`src/rtl/top_block_sum_if.sv`:
```
// top_block_sum_if: memory-side bus of the block summer (32x16 word memory plus ready flag).
interface top_block_sum_if;
    logic [4:0]  addr;
    logic [15:0] data_in;
    logic [15:0] data_out;
    logic        read_en;
    logic        write_en;
    logic        ready;
    modport master (output addr, data_in, read_en, write_en, ready, input data_out);
    modport slave  (input addr, data_in, read_en, write_en, ready, output data_out);
endinterface

```
`src/rtl/top_block_sum.sv`:
```
// top_block_sum: for each 8-word block, sums words 0..6 into word 7; one pass is INIT + 4x(7 reads + 1 write) + 4 DONE cycles, repeating forever.
module top_block_sum (
    input logic             clk_i,
    input logic             rst_ni,
    top_block_sum_if.master bus
);
    typedef enum logic [1:0] {INIT, READ, WRITE, DONE} state_t;
    state_t      state_q, state_d;
    logic [15:0] acc_q, acc_d, din_q, din_d;
    logic [2:0]  idx_q, idx_d;
    logic [1:0]  blk_q, blk_d, cnt_q, cnt_d;
    logic [4:0]  addr_q, addr_d;
    logic        re_q, re_d, we_q, we_d, rdy_q, rdy_d;

    always_comb begin
        state_d = state_q;
        acc_d   = acc_q;
        idx_d   = idx_q;
        blk_d   = blk_q;
        cnt_d   = cnt_q;
        case (state_q)
            INIT: begin
                acc_d   = '0;
                idx_d   = '0;
                blk_d   = '0;
                state_d = READ;
            end
            READ: begin
                acc_d   = acc_q + bus.data_out;
                idx_d   = idx_q + 3'd1;
                state_d = (idx_q == 3'd6) ? WRITE : READ;
            end
            WRITE: begin
                acc_d   = '0;
                idx_d   = '0;
                cnt_d   = '0;
                blk_d   = blk_q + 2'd1;
                state_d = (blk_q == 2'd3) ? DONE : READ;
            end
            DONE: begin
                cnt_d   = cnt_q + 2'd1;
                state_d = (cnt_q == 2'd3) ? INIT : DONE;
            end
        endcase
        // Outputs are decoded from the next state so they leave the flops already aligned with it.
        re_d   = (state_d == READ);
        we_d   = (state_d == WRITE);
        rdy_d  = (state_d == DONE);
        addr_d = re_d ? {blk_d, idx_d} : we_d ? {blk_d, 3'd7} : 5'd0;
        din_d  = we_d ? acc_d : 16'd0;
    end

    always_ff @(posedge clk_i or negedge rst_ni) begin
        if (!rst_ni) begin
            state_q <= INIT;
            acc_q   <= '0;
            idx_q   <= '0;
            blk_q   <= '0;
            cnt_q   <= '0;
            addr_q  <= '0;
            din_q   <= '0;
            re_q    <= 1'b0;
            we_q    <= 1'b0;
            rdy_q   <= 1'b0;
        end else begin
            state_q <= state_d;
            acc_q   <= acc_d;
            idx_q   <= idx_d;
            blk_q   <= blk_d;
            cnt_q   <= cnt_d;
            addr_q  <= addr_d;
            din_q   <= din_d;
            re_q    <= re_d;
            we_q    <= we_d;
            rdy_q   <= rdy_d;
        end
    end

    assign bus.addr     = addr_q;
    assign bus.data_in  = din_q;
    assign bus.read_en  = re_q;
    assign bus.write_en = we_q;
    assign bus.ready    = rdy_q;
endmodule

```
`src/flat_wrapper.sv`:
```
// flat-port wrapper written by rule: the top's interface ports become plain ports
module top_block_sum_flat 
  (clk_i, rst_ni, bus_addr, bus_data_in, bus_read_en, bus_write_en, bus_ready, bus_data_out);
  top_block_sum_if bus_i ();
  input logic clk_i;
  input logic rst_ni;
  output wire logic [$bits(bus_i.addr)-1:0] bus_addr;
  output wire logic [$bits(bus_i.data_in)-1:0] bus_data_in;
  output wire logic [$bits(bus_i.read_en)-1:0] bus_read_en;
  output wire logic [$bits(bus_i.write_en)-1:0] bus_write_en;
  output wire logic [$bits(bus_i.ready)-1:0] bus_ready;
  input wire logic [$bits(bus_i.data_out)-1:0] bus_data_out;
  assign bus_addr = bus_i.addr;
  assign bus_data_in = bus_i.data_in;
  assign bus_read_en = bus_i.read_en;
  assign bus_write_en = bus_i.write_en;
  assign bus_ready = bus_i.ready;
  assign bus_i.data_out = bus_data_out;
  top_block_sum u_core (.clk_i(clk_i), .rst_ni(rst_ni), .bus(bus_i));
endmodule
```
`config.mk`:
```
export PLATFORM = sky130hd
export DESIGN_NAME = top_block_sum_flat
export DESIGN_NICKNAME = d
export VERILOG_FILES = /design/src/rtl/top_block_sum_if.sv /design/src/rtl/top_block_sum.sv /design/src/flat_wrapper.sv
export SDC_FILE = /design/constraint.sdc
export NUM_CORES = 1
export LEC_CHECK = 0
export BUFFER_PORTS_ARGS = -buffer_cell sky130_fd_sc_hd__buf_2
export CAP_MARGIN = 10
export CORE_MARGIN = 1
export CORE_UTILIZATION = 40
export DETAILED_ROUTE_END_ITERATION = 12
export GPL_TIMING_DRIVEN = 0
export HOLD_SLACK_MARGIN = 0.1
export PLACE_DENSITY = 0.67
export SLEW_MARGIN = 25
export SYNTH_ARGS = -nofsm -noshare
export SYNTH_HDL_FRONTEND = slang
export SYNTH_SLANG_ARGS = --single-unit
```
`constraint.sdc`:
```
create_clock -name clk_i -period 4.8 [get_ports clk_i]
set_input_delay 0.96 -clock clk_i [delete_from_list [all_inputs] [get_ports clk_i]]
set_output_delay 0.96 -clock clk_i [all_outputs]
set_load 0.1 [all_outputs]
```
[Word level (Yosys, flattened, before mapping)]
Cells that the tools add are included.
W data, S select, Z words.
Operators by class
  $add $sub $neg: 4
  equal/unequal tests: 9
  muxes and demuxes: 11
  reductions and logical operators: 3
Operators by type and width (number)
  $pmux W16 S2: 1
  $add A16 B16 Y16: 1
  $mux W16: 1
  $eq A2 B2 Y1 const B: 6
  $mux W5: 2
  $pmux W2 S2: 2
  $pmux W2 S4: 1
  $mux W2: 3
  $pmux W3 S2: 1
  $add A2 B1 Y2 const B: 2
  $eq A2 B1 Y1 const B: 2
  $add A3 B1 Y3 const B: 1
  $eq A3 B3 Y1 const B: 1
  $logic_not A2 Y1: 1
  $reduce_bool A2 Y1: 1
  $reduce_or A2 Y1: 1
Storage, ports and cells
  register bits after elaboration: 49
  bits of input ports: 18
  output and inout port bits: 24
  word-level logic and storage cells: 37

[Logic depth before layout (Yosys ltp)]
  word-level depth: 6
  mapped depth: 9
  gate-level depth less buffers: 9

[Worst setup path after synthesis]
Ideal clock, no wire load.
  path type: input-to-reg
  from: input bus_data_out[9]
  to: register u_core.acc_q[14]
  setup time: 126 ps
  arrival time: 2498 ps
  data required time: 4674 ps
  setup slack: 2176 ps
  stages on the path: 7
  path buffers: 0
  path through: ha_1 -> a21oi_2 -> o21ai_2 -> a221o_1 -> a221oi_2 -> nor3_1 -> a221o_1
Between the ends
  cells in the longest elaborated chain, start to end: 2
RTL lines
  from (decl): RTL line flat_wrapper.sv:12  | input wire logic [$bits(bus_i.data_out)-1:0] bus_data_out;
  $add A16 B16 Y16: RTL line top_block_sum.sv:29  | acc_d = acc_q + bus.data_out;
  $pmux W16 S2: RTL line top_block_sum.sv:21  | case (state_q)
  via u_core.acc_d[14]: RTL line top_block_sum.sv:9  | logic [15:0] acc_q, acc_d, din_q, din_d;
  to (signal assigned): RTL line top_block_sum.sv:56  | acc_q <= '0;
  to (signal assigned): RTL line top_block_sum.sv:67  | acc_q <= acc_d;
  to (decl): RTL line top_block_sum.sv:9
The timed path passes the listed nets, and every way through them passes these cells.
A chain may end at the register's enable or synchronous reset.

[Worst setup path in the final report]
  from: input bus_data_out[0]
  to: register u_core.acc_q[14]
Same word-level chain as after synthesis.

==> run summary <==
FMAX - 381 MHz
WP buf/inv - 2
worst r2r dst - u_core.acc_q[14]$_DFF_PN0_
status - completed
Hold WS - 526 ps
family with the most delay on the worst path - compound AO/OA/AOI/OAI gates
CORE AREA - 6030 sq um
WP data arrival - 2820 ps
reg2reg path depth - 9
post-synthesis net count - 291
Overall Global Routing Usage - 18.5%
# rows - 28
combinational power share - 45.8%
Initial Util - 42.3%
CTS resizes - 0
Avg WL per Cell - 14.5 um
nets@finish - 339
CTS tree - done
Min-Delay Path Depth - 1
total grt overflow - 0
Post-Syn Area - 2550 sq um
Routed WL - 5.48 mm
CP cell instances - buf_2 > ha_1 > inv_1 > fa_1 > nor2b_1 > o2111ai_1 > nand2_1 > a221oi_2 > nor3_1 > a221o_1
Post-Synth XOR/XNOR Area - 6.04%
vias per std cell - 5.29
crit path max fanout - 3
Post-CTS Setup Inserts - 0
compound-cell area share of the yosys netlist - 16.0%
Max IR drop VDD - 0.201 mV
Clk network pwr share - 20.0%
Worst Setup Start Kind - input pin
Port Buffer Count - 41
Post-synth ARST share - 100%
total CTS buffers - 5
First DRT Iteration DRCs - 104
Req. time, crit path - 5000 ps
Skew-Pair Late Insertion Delay - 310 ps
Final Skew - 8.55 ps
hold_buf cts - 0
Post-Synth Simple-Gate Area - 14.8%
Synth Area in Adders - 10.1%
Die ar. - 6700 sq um
largest family of logic cells by synthesized area - compound AO/OA/AOI/OAI gates
DIE WIDTH - 81.8 um
CP Launch Point - bus_data_out[0]
Ant. Diodes - 0
clock sink count - 49
H-tree depth - 2
Setup CP Type - in -> reg
Reg2Reg Setup Slack - 2530 ps
final slew viol count - 0
Seq/Total Area, Yosys - 48.1%
mux contribution to synthesized area - 2.01%
PnR Total Power - 1.51 mW
switching power total - 0.555 mW
RSZ-0062 raised after global routing - false
number of antenna violations at the first check in global routing - 0
Worst-Margin Slew - 621 ps
TNS Setup - 0 ps
CP max stage cell - a221oi_2
relative slew slack - 58.6%
critical path endpoint category - flop
clk buf depth - 2
chip height - 81.8 um
Pre-Repair DR Iteration Count - 4
FF+latch count, synth - 49
Finished Core Util - 49.1%
hold path startpoint - u_core.acc_q[10]$_DFF_PN0_
switching share of total power - 36.7%
top_reg_cell synth - dfrtp_1
setup violators final - 0
Clock Root Buffer - clkbuf_8
Final Hold Fails - 0
share of cells above drive strength 1 - 19.2%
CTS clk-pin slew, worst paths - 100 ps
Post-synth EDFFs - 0
average size of a mapped cell - 10.1 sq um
DR DRC count - 0
I/O pin total - 42
fin crit share - 54.7%
Max-Cap Viols - 0
HPWL Detailed - 3.91 mm
vias in the first global route - 1948
Pwr per Cell Area - 510 nW/um^2
HP Class - reg -> reg
Netlist cell types - 44
antenna viol nets, final - 0
end of the worst hold path - u_core.acc_q[10]$_DFF_PN0_
worst r2r src - u_core.acc_q[0]$_DFF_PN0_
Warnings, synthesis - 0
Static Leak - 1.48 nW
first-pass GRT wire length - 9.21 mm
area added between synthesis and finish - 16.2%
Int Pwr - 0.957 mW
Crit path largest cell delay - 390 ps
GP Congestion - 0.831
Synth Instances - 253
Seq pwr share - 34.2%
Vias - 1993
time the worst path needs with I/O delays and setup - 2630 ps
largest net degree at the start of global routing - 50
[power groups by stage]
stage	sequential (mW)	clock, mW	combinational [mW]
after CTS	0.516	0.308	0.696
after global placement	0.521	0	0.676
after global routing	0.522	0.326	0.785
final	0.517	0.302	0.693
after floorplan	0.512	0	0.566
after detailed placement	0.524	0	0.690
[metrics by stage]
stage | cell area, sq um | setup slack (ps) | cells
after global placement | 2850 | 1880 | 369
after global routing | 2960 | 2030 | 377
after detailed placement | 2850 | 1890 | 369
final | 2960 | 2170 | 377
after CTS | 2960 | 2210 | 377
after floorplan | 2550 | 2180 | 253
[cells by family after synthesis]
group	after synthesis
AO/OA/AOI/OAI	60
XOR/XNOR	16
adder cells (fa/ha/maj)	20
buffers and inverters	19
flip-flops	49
multiplexers	5
AND/OR/NAND/NOR	84
[worst register-to-register path: stages, from the launching register on]
cell,delay [ps]
dfrtp_1,400
ha_1,210
inv_1,70
fa_1,220
nor2b_1,80
o2111ai_1,230
nand2_1,180
a221oi_2,390
nor3_1,90
a221o_1,280
[cells in the mapped netlist, drive strengths merged (2+ instances only)]
master,number,area [sq um]
a21boi,2,15.0
o21ai,11,58.8
dfrtp,49,1230
a21oi,20,108
a22o,3,26.3
a221o,3,30.0
a211oi,3,22.5
nor3,2,10.0
o21bai,2,15.0
inv,10,37.5
and3,4,26.3
o21a,6,45.0
and2,6,37.5
nor4,3,18.8
nand2,22,82.6
mux2i,4,40.0
xnor2,7,61.3
ha,19,238
nand3,3,15.0
nor2,36,135
clkbuf,5,18.8
nor2b,5,31.3
buf,4,18.8
a21o,3,23.8
xor2,8,70.1
[metal layers]
layer  up-vias  track usage, %  routed length, um
li1        972               -                  -
met1       943            25.5               2600
met2        68            28.8               2510
met3        10            3.56                269
met4         0            6.84                106
met5         -               0                  0
[flip-flops by register name (all words and copies together) (netlist names)]
register             count
u_core.acc_q            16
u_core.bus.addr          5
u_core.bus.write_en      1
u_core.bus.read_en       1
u_core.bus.data_in      16
u_core.state_q           2
u_core.bus.ready         1
u_core.idx_q             3
u_core.blk_q             2
u_core.cnt_q             2
[area by class of cell]
class	instances	area (sq um)
Multi-Input combinational cell	185	1250
Sequential cell	49	1230
Tap cell	75	93.8
Inverter	10	37.5
Clock buffer	6	72.6
Fill cell	608	3060
Buffer	9	37.5
Timing Repair Buffer	41	208
Clock inverter	2	38.8
[worst max-delay path by stage]
stage | slack [ps] | cells past startpoint | endpoint
after CTS | 2210 | 10 | u_core.acc_q[12]$_DFF_PN0_
after floorplan | 2180 | 7 | u_core.acc_q[14]$_DFF_PN0_
after global placement | 1880 | 10 | u_core.acc_q[12]$_DFF_PN0_
final | 2170 | 10 | u_core.acc_q[14]$_DFF_PN0_
after global routing | 2030 | 10 | u_core.acc_q[12]$_DFF_PN0_
after detailed placement | 1890 | 8 | u_core.acc_q[15]$_DFF_PN0_
[placed cells by master, fill, tap and decap left out, drive strengths merged, types with 2 or more instances in the layout]
| master | instances |
|---|---|
| o21bai | 2 |
| a21o | 3 |
| xor2 | 8 |
| mux2i | 4 |
| nor4 | 3 |
| and3 | 4 |
| a21boi | 2 |
| nor2 | 36 |
| clkbuf | 11 |
| a221o | 3 |
| nor2b | 5 |
| inv | 10 |
| ha | 19 |
| a22o | 3 |
| o21ai | 11 |
| a21oi | 20 |
| nand3 | 3 |
| nor3 | 2 |
| buf | 45 |
| o21a | 6 |
| dfrtp | 49 |
| xnor2 | 7 |
| a211oi | 3 |
| nand2 | 22 |
| and2 | 6 |
Note: power is estimated with default switching activity, not from simulation.
